[src/rtl/writeback_sequencer_pkg.sv]
// ============================================================================
// Module   : writeback_sequencer_pkg
// Purpose  : Y86 icode constants, register specifiers and sequencer FSM states.
// Revision : 1.0  initial release
// ============================================================================
`default_nettype none

package writeback_sequencer_pkg;

    localparam logic [3:0] I_HALT   = 4'h0;
    localparam logic [3:0] I_NOP    = 4'h1;
    localparam logic [3:0] I_RRMOVQ = 4'h2;
    localparam logic [3:0] I_IRMOVQ = 4'h3;
    localparam logic [3:0] I_RMMOVQ = 4'h4;
    localparam logic [3:0] I_MRMOVQ = 4'h5;
    localparam logic [3:0] I_OPQ    = 4'h6;
    localparam logic [3:0] I_JXX    = 4'h7;
    localparam logic [3:0] I_CALL   = 4'h8;
    localparam logic [3:0] I_RET    = 4'h9;
    localparam logic [3:0] I_PUSHQ  = 4'hA;
    localparam logic [3:0] I_POPQ   = 4'hB;

    localparam logic [3:0] REG_RSP  = 4'h4;
    localparam logic [3:0] REG_NONE = 4'hF;

    typedef enum logic [2:0] {
        S_IDLE = 3'd0,
        S_WR1  = 3'd1,
        S_WR_E = 3'd2,
        S_WR_M = 3'd3,
        S_HALT = 3'd4
    } wb_state_t;

endpackage

`default_nettype wire

[src/rtl/writeback_sequencer_if.sv]
// ============================================================================
// Module   : writeback_sequencer_if
// Purpose  : Retired-beat input and register-file write port bundle.
//            Optional forwarding signals present when WB_FWD_EN is defined.
// Revision : 1.0  initial release
// ============================================================================
`default_nettype none

interface writeback_sequencer_if #(
    parameter int DATA_W = 64,
    parameter int REG_AW = 4
);
    logic              in_valid;
    logic              in_ready;
    logic [3:0]        icode;
    logic              cnd;
    logic [REG_AW-1:0] rA;
    logic [REG_AW-1:0] rB;
    logic [DATA_W-1:0] valE;
    logic [DATA_W-1:0] valM;
    logic              wr_en;
    logic [REG_AW-1:0] wr_addr;
    logic [DATA_W-1:0] wr_data;
    logic              reg_error;
    logic              func_error;
    logic              halted;
`ifdef WB_FWD_EN
    logic              fwd_valid;
    logic [REG_AW-1:0] fwd_addr;
    logic [DATA_W-1:0] fwd_data;
`endif

    modport slave (
        input  in_valid, icode, cnd, rA, rB, valE, valM,
        output in_ready, wr_en, wr_addr, wr_data, reg_error, func_error, halted
`ifdef WB_FWD_EN
        , output fwd_valid, fwd_addr, fwd_data
`endif
    );

    modport master (
        output in_valid, icode, cnd, rA, rB, valE, valM,
        input  in_ready, wr_en, wr_addr, wr_data, reg_error, func_error, halted
`ifdef WB_FWD_EN
        , input fwd_valid, fwd_addr, fwd_data
`endif
    );

endinterface

`default_nettype wire

[src/rtl/writeback_sequencer_wb_dest_decode.sv]
// ============================================================================
// Module   : wb_dest_decode
// Purpose  : Combinational icode/cnd/rA/rB to write-back destination decode.
// Revision : 1.0  initial release
// ============================================================================
`default_nettype none

module wb_dest_decode
    import writeback_sequencer_pkg::*;
#(
    parameter int REG_AW = 4
) (
    input  logic [3:0]        icode_i,
    input  logic              cnd_i,
    input  logic [REG_AW-1:0] ra_i,
    input  logic [REG_AW-1:0] rb_i,
    output logic [REG_AW-1:0] dst_e_o,
    output logic [REG_AW-1:0] dst_m_o,
    output logic              need_e_o,
    output logic              need_m_o,
    output logic              bad_icode_o
);
    localparam logic [REG_AW-1:0] C_RSP  = REG_AW'(REG_RSP);
    localparam logic [REG_AW-1:0] C_NONE = '1;

    always_comb begin
        dst_e_o     = C_NONE;
        dst_m_o     = C_NONE;
        need_e_o    = 1'b0;
        need_m_o    = 1'b0;
        bad_icode_o = 1'b0;
        case (icode_i)
            // A failed cmov is simply a no-write instruction.
            I_RRMOVQ: begin
                need_e_o = cnd_i;
                dst_e_o  = rb_i;
            end
            I_IRMOVQ, I_OPQ: begin
                need_e_o = 1'b1;
                dst_e_o  = rb_i;
            end
            I_MRMOVQ: begin
                need_m_o = 1'b1;
                dst_m_o  = ra_i;
            end
            I_CALL, I_RET, I_PUSHQ: begin
                need_e_o = 1'b1;
                dst_e_o  = C_RSP;
            end
            I_POPQ: begin
                need_e_o = 1'b1;
                dst_e_o  = C_RSP;
                need_m_o = 1'b1;
                dst_m_o  = ra_i;
            end
            I_HALT, I_NOP, I_RMMOVQ, I_JXX: begin
            end
            default: bad_icode_o = 1'b1;
        endcase
    end

endmodule

`default_nettype wire

[src/rtl/writeback_sequencer.sv]
// ============================================================================
// Module   : writeback_sequencer
// Purpose  : Write-back stage sequencer; serialises dual writes, flags errors,
//            latches halt. WB_FWD_EN adds valM forwarding outputs.
// Revision : 1.0  initial release
// ============================================================================
`default_nettype none

module writeback_sequencer
    import writeback_sequencer_pkg::*;
#(
    parameter int DATA_W = 64,
    parameter int REG_AW = 4
) (
    input  logic                  clk,
    input  logic                  rst,
    writeback_sequencer_if.slave  bus
);
    localparam logic [REG_AW-1:0] C_NONE = '1;

    wb_state_t         state_q, state_d;
    logic              wr_en_q, wr_en_d;
    logic [REG_AW-1:0] wr_addr_q, wr_addr_d;
    logic [DATA_W-1:0] wr_data_q, wr_data_d;
    logic              reg_err_q, reg_err_d;
    logic              func_err_q, func_err_d;
    logic              halted_q, halted_d;
    logic [REG_AW-1:0] m_addr_q, m_addr_d;
    logic [DATA_W-1:0] m_data_q, m_data_d;

    logic [REG_AW-1:0] w_dst_e, w_dst_m;
    logic              w_need_e, w_need_m, w_bad_icode;
    logic              w_ready, w_accept;

    wb_dest_decode #(.REG_AW(REG_AW)) u_dest_decode (
        .icode_i     (bus.icode),
        .cnd_i       (bus.cnd),
        .ra_i        (bus.rA),
        .rb_i        (bus.rB),
        .dst_e_o     (w_dst_e),
        .dst_m_o     (w_dst_m),
        .need_e_o    (w_need_e),
        .need_m_o    (w_need_m),
        .bad_icode_o (w_bad_icode)
    );

    assign w_ready  = !rst && (state_q == S_IDLE || state_q == S_WR1 || state_q == S_WR_M);
    assign w_accept = bus.in_valid && w_ready;

    always_comb begin
        state_d    = state_q;
        wr_en_d    = 1'b0;
        wr_addr_d  = '0;
        wr_data_d  = '0;
        reg_err_d  = 1'b0;
        func_err_d = 1'b0;
        halted_d   = halted_q;
        m_addr_d   = m_addr_q;
        m_data_d   = m_data_q;
        case (state_q)
            S_WR_E: begin
                wr_en_d   = (m_addr_q != C_NONE);
                wr_addr_d = m_addr_q;
                wr_data_d = m_data_q;
                reg_err_d = (m_addr_q == C_NONE);
                state_d   = S_WR_M;
            end
            S_HALT: begin
            end
            default: begin
                state_d = S_IDLE;
                if (w_accept) begin
                    if (w_bad_icode) begin
                        func_err_d = 1'b1;
                    end else if (bus.icode == I_HALT) begin
                        halted_d = 1'b1;
                        state_d  = S_HALT;
                    end else if (w_need_e && w_need_m) begin
                        // valE goes first so a popq to %rsp leaves rsp = valM.
                        wr_en_d   = 1'b1;
                        wr_addr_d = w_dst_e;
                        wr_data_d = bus.valE;
                        m_addr_d  = w_dst_m;
                        m_data_d  = bus.valM;
                        state_d   = S_WR_E;
                    end else if (w_need_e || w_need_m) begin
                        wr_addr_d = w_need_e ? w_dst_e : w_dst_m;
                        wr_data_d = w_need_e ? bus.valE : bus.valM;
                        wr_en_d   = (wr_addr_d != C_NONE);
                        reg_err_d = (wr_addr_d == C_NONE);
                        state_d   = S_WR1;
                    end
                end
            end
        endcase
    end

    always_ff @(posedge clk or posedge rst) begin
        if (rst) begin
            state_q    <= S_IDLE;
            wr_en_q    <= 1'b0;
            wr_addr_q  <= '0;
            wr_data_q  <= '0;
            reg_err_q  <= 1'b0;
            func_err_q <= 1'b0;
            halted_q   <= 1'b0;
            m_addr_q   <= '0;
            m_data_q   <= '0;
        end else begin
            state_q    <= state_d;
            wr_en_q    <= wr_en_d;
            wr_addr_q  <= wr_addr_d;
            wr_data_q  <= wr_data_d;
            reg_err_q  <= reg_err_d;
            func_err_q <= func_err_d;
            halted_q   <= halted_d;
            m_addr_q   <= m_addr_d;
            m_data_q   <= m_data_d;
        end
    end

    assign bus.in_ready   = w_ready;
    assign bus.wr_en      = wr_en_q;
    assign bus.wr_addr    = wr_addr_q;
    assign bus.wr_data    = wr_data_q;
    assign bus.reg_error  = reg_err_q;
    assign bus.func_error = func_err_q;
    assign bus.halted     = halted_q;

`ifdef WB_FWD_EN
    // Lets decode bypass the valM write still waiting in S_WR_E.
    assign bus.fwd_valid = (state_q == S_WR_E) && (m_addr_q != C_NONE);
    assign bus.fwd_addr  = m_addr_q;
    assign bus.fwd_data  = m_data_q;
`endif

endmodule

`default_nettype wire
[src/flat_wrapper.sv]
// flat-port wrapper written by rule: the top's interface ports become plain ports
module writeback_sequencer_flat import writeback_sequencer_pkg::*;
#(
    parameter int DATA_W = 64,
    parameter int REG_AW = 4
)
  (clk, rst, bus_in_valid, bus_icode, bus_cnd, bus_rA, bus_rB, bus_valE, bus_valM, bus_in_ready, bus_wr_en, bus_wr_addr, bus_wr_data, bus_reg_error, bus_func_error, bus_halted);
  writeback_sequencer_if #(.DATA_W(DATA_W), .REG_AW(REG_AW)) bus_i ();
  input  logic clk;
  input  logic rst;
  input wire logic [$bits(bus_i.in_valid)-1:0] bus_in_valid;
  input wire logic [$bits(bus_i.icode)-1:0] bus_icode;
  input wire logic [$bits(bus_i.cnd)-1:0] bus_cnd;
  input wire logic [$bits(bus_i.rA)-1:0] bus_rA;
  input wire logic [$bits(bus_i.rB)-1:0] bus_rB;
  input wire logic [$bits(bus_i.valE)-1:0] bus_valE;
  input wire logic [$bits(bus_i.valM)-1:0] bus_valM;
  output wire logic [$bits(bus_i.in_ready)-1:0] bus_in_ready;
  output wire logic [$bits(bus_i.wr_en)-1:0] bus_wr_en;
  output wire logic [$bits(bus_i.wr_addr)-1:0] bus_wr_addr;
  output wire logic [$bits(bus_i.wr_data)-1:0] bus_wr_data;
  output wire logic [$bits(bus_i.reg_error)-1:0] bus_reg_error;
  output wire logic [$bits(bus_i.func_error)-1:0] bus_func_error;
  output wire logic [$bits(bus_i.halted)-1:0] bus_halted;
  assign bus_i.in_valid = bus_in_valid;
  assign bus_i.icode = bus_icode;
  assign bus_i.cnd = bus_cnd;
  assign bus_i.rA = bus_rA;
  assign bus_i.rB = bus_rB;
  assign bus_i.valE = bus_valE;
  assign bus_i.valM = bus_valM;
  assign bus_in_ready = bus_i.in_ready;
  assign bus_wr_en = bus_i.wr_en;
  assign bus_wr_addr = bus_i.wr_addr;
  assign bus_wr_data = bus_i.wr_data;
  assign bus_reg_error = bus_i.reg_error;
  assign bus_func_error = bus_i.func_error;
  assign bus_halted = bus_i.halted;
  writeback_sequencer #(.DATA_W(DATA_W), .REG_AW(REG_AW)) u_core (.clk(clk), .rst(rst), .bus(bus_i));
endmodule
[config.mk]
export PLATFORM = sky130hd
export DESIGN_NAME = writeback_sequencer_flat
export DESIGN_NICKNAME = d
export VERILOG_FILES = /design/src/rtl/writeback_sequencer_pkg.sv /design/src/rtl/writeback_sequencer_if.sv /design/src/rtl/writeback_sequencer_wb_dest_decode.sv /design/src/rtl/writeback_sequencer.sv /design/src/flat_wrapper.sv
export SDC_FILE = /design/constraint.sdc
export NUM_CORES = 1
export LEC_CHECK = 0
export CAP_MARGIN = 20
export CORE_MARGIN = 4
export CORE_UTILIZATION = 45
export DETAILED_ROUTE_END_ITERATION = 8
export PLACE_DENSITY = 0.8
export SYNTH_ARGS = -nofsm -noshare
export SYNTH_HDL_FRONTEND = slang
export SYNTH_SLANG_ARGS = --single-unit
[constraint.sdc]
create_clock -name clk -period 4.9 [get_ports clk]
set_input_delay 0.735 -clock clk [delete_from_list [all_inputs] [get_ports clk]]
set_output_delay 0.735 -clock clk [all_outputs]
set_load 0.02 [all_outputs]
==> results.md <==
- Status: complete, no violations
- Largest net degree at the start of global routing: 70
- Worst Hold Path EP: u_core.state_q[2]
- Fin crit share: 0.6813
- Critical path class: input pin to flop
- Die area: ~15000 µm²
- Area of the core: 13190 µm²
- DR iter-0 viols: 357
- Global-route wire length before repair: 25950 µm
- TritonCTS buffer count: 17
- Vias: 5085
- Yosys top cell by area: dfrtp_1
- Layout net count: 937
- Yosys warns: 0
- Clk_skew: 0.01118 ns
- Number of synthesized register bits: 143
- Antenna Cells: 0
- Register area share after synthesis: 0.5909
- Crit-path max cell delay: 0.62 ns
- Max FO, Critical Path: 64
- 1st-pass router iterations: 6
- Critical Path End Type: flop
- Slew Limit Headroom: 0.5295
- EDFF count, synth: 0
- R2R cell count: 5
- Share of the synthesized area in the top cell type: 0.5909
- Setup crit start kind: input pin
- Skew-Pair Late Insertion Delay: approximately 0.42 ns
- Most used standard cell by instance count after synthesis: nand2_1
- Gr usage total: 0.2202
- Wire per inst: 17.29 µm
- DIE HEIGHT: 124.0 µm
- Peak supply drop: about 0.00026 V
- Post-Route Setup TNS: 0 ns
- Resized cells post-CTS: 0
- Remaining DRCs: 0
- Detailed Route WL: 16940 µm
- R2R Path End: u_core.bus.wr_data[62]
- Peak Freq: 299.5 MHz
- Hold path start: u_core.state_q[1]
- Tmin final: 3.339 ns
- Post-CTS Setup Repair Bufs: 0
- Layout area overhead: 46.90%
- Number of nets with antenna violations after routing: 0
- Cts hold-fix bufs: 0
- Max_cap viols: 0
- Slew @ Worst Pin: 0.7058 ns
- Setup slack, reg-to-reg: 2.53 ns
- Synth cell types: 34
- Synthesized net count: 731
- Final Worst Setup Slack: 1.561 ns
- CP delay by family, top: buffers and inverters
- Final Hold Viols: 0
- Pre-CTS WS: between 1 and 1.5 ns
- Routability cong.: 0.8553
- Crit-path slowest cell: clkdlybuf4s50_1
- Hold crit path type: flop to flop
- Detailed placer's ending HPWL: 12030 µm
- Initial Util: 0.4591
- CTS tree: yes
- Synthesized cell area: 6056 µm²
- Cells after Synth: 585
- Clk root buf: clkbuf_16
- Most area-consuming cells after synthesis: dfrtp_1 59%, nand2_1 13%, a221o_1 11%
- Longest Clk Path Bufs: 2
- Ratio of cells with drive above 1 in the final layout: 0.06343
- Top_reg_cell synth: dfrtp_1
- Ys async rst share: 1.000
- Initial antenna violation count: 0
- I/O pins: ~220
- Vias in the first global route: 5252
- PwrDens: 352.7 nW/µm²
- I/O Buffers: 216
- Critical Path RT: 5.24 ns
- Final setup viols: 0
- Unrepaired setup endpoints after global routing: no
- Crit-path cells: clkdlybuf4s50_1 > o21ai_1 > o21a_2 > inv_2 > ha_1 > nor2_1 > nand4_2 > nor2_4 > buf_4 > a221o_1
- Clk sink count: 143
- Max-slew violation count: 0
- Worst Hold Path Cells: 1
- WP buf/inv: 3
- Drt via density: around 5.2
- Post-Syn Area per Cell: 10.35 µm²
- Cell row count: 42
- Leakage: 4.211 nW
- Die width: about 120 µm
- Worst r2r src: u_core.state_q[2]
- Worst-path clk slew: 0.06 ns
- Global route overflow: 0
- Top post-synthesis cells by count: 208 x nand2_1, 143 x dfrtp_1, 64 x a221o_1, 64 x and2_1, 16 x buf_2
- Critical path arrival: between 3 and 4 ns
- H-Tree Depth: 4
-- cell families (layout without fill, tap and decap cells) --
group,count (synthesis),in the layout,synth area share
simple gates,303,303,0.2285
flops,143,143,0.5909
compound gates,95,95,0.1384
buf+inv,42,261,0.03802
fa+ha+maj,2,2,0.004132
-- how the worst max path moves through the flow --
stage,slack (ns),startpoint,end,cells after the start
3_3_place_gp,1.41,bus_icode[3],u_core.bus.wr_data[50],11
6_report,1.56,bus_icode[3],u_core.bus.wr_data[9],10
2_1_floorplan,0.33,rst,u_core.bus.func_error,1
3_5_place_dp,1.20,bus_icode[3],u_core.bus.wr_data[62],10
4_1_cts,1.63,bus_icode[3],u_core.bus.wr_data[9],10
5_1_grt,1.41,bus_icode[3],u_core.bus.wr_data[9],11
-- worst reg2reg max path, delay by kind of cell (launching register included) --
kind / cells / cell delay [ns]
AOI/OAI and AO/OA: 1 / 0.28
DFF: 1 / 0.46
buffers and inverters: 1 / 0.55
and+or+nand+nor: 3 / 1.02
-- report_power, final --
part / total, mW / internal (mW) / switching (mW) / leakage, nW
Combinational: 0.505 / 0.258 / 0.247 / 2.01
Clock: 1.24 / 0.746 / 0.489 / 0.268
Sequential: 1.40 / 1.33 / 0.0689 / 1.94
-- flip-flops by register name, indices dropped and copies added (netlist names) --
name                   count
u_core.bus.func_error      1
u_core.bus.halted          1
u_core.bus.reg_error       1
u_core.bus.wr_addr         4
u_core.bus.wr_data        64
u_core.bus.wr_en           1
u_core.m_addr_q            4
u_core.m_data_q           64
u_core.state_q             3
-- cell usage in the layout (no fill, tap or decap), types with 2 or more instances in the layout --
cell type	synthesis	routed
clkdlybuf4s50_1	0	216
nand2b_1	4	4
clkinv_2	0	4
clkbuf_16	0	17
a21oi_2	2	2
buf_4	0	7
o21ai_0	6	6
a221o_1	64	64
and2_1	64	64
nor2_4	0	2
o22ai_1	3	3
a2bb2oi_1	3	3
nor2_1	8	8
nand4_1	3	3
inv_1	4	3
nor2b_1	5	4
nand2_1	208	208
clkinvlp_4	0	5
bufinv_16	0	2
nand3_1	2	2
dfrtp_1	143	143
ha_1	2	2
inv_6	0	2
o21ai_1	10	10
clkinv_4	0	2
-- through the flow --
stage	hold WS [ns]	std cells	util	instance area [µm²]	total power [mW]
3_5_place_dp	0.4459	947	0.6295	8303	1.918
5_1_grt	0.4610	980	0.6744	8896	3.275
3_3_place_gp	0.4308	947	0.6295	8303	1.893
6_report	0.4482	980	0.6744	8896	3.137
4_1_cts	0.4459	979	0.6729	8876	3.157
2_1_floorplan	0.4272	585	-	6056	1.644
-- per-layer routing --
metal  vias up  routed length (µm)  track usage
met4         0                 480      0.09788
met3        35                1566      0.07312
li1       2413                   -            -
met1      2397                6886       0.2665
met2       240                8011       0.3589
met5         -                   0            0
-- layout make-up --
cell class	count	area (µm²)
clock buffer	18	429.2
clock inverter	14	143.9
fill	996	4294
inverter	5	23.77
multi-input combinational	400	2266
sequential	143	3578
tap	176	220.2
timing repair buffer	224	2235
Power figures use the tool's default switching activity.
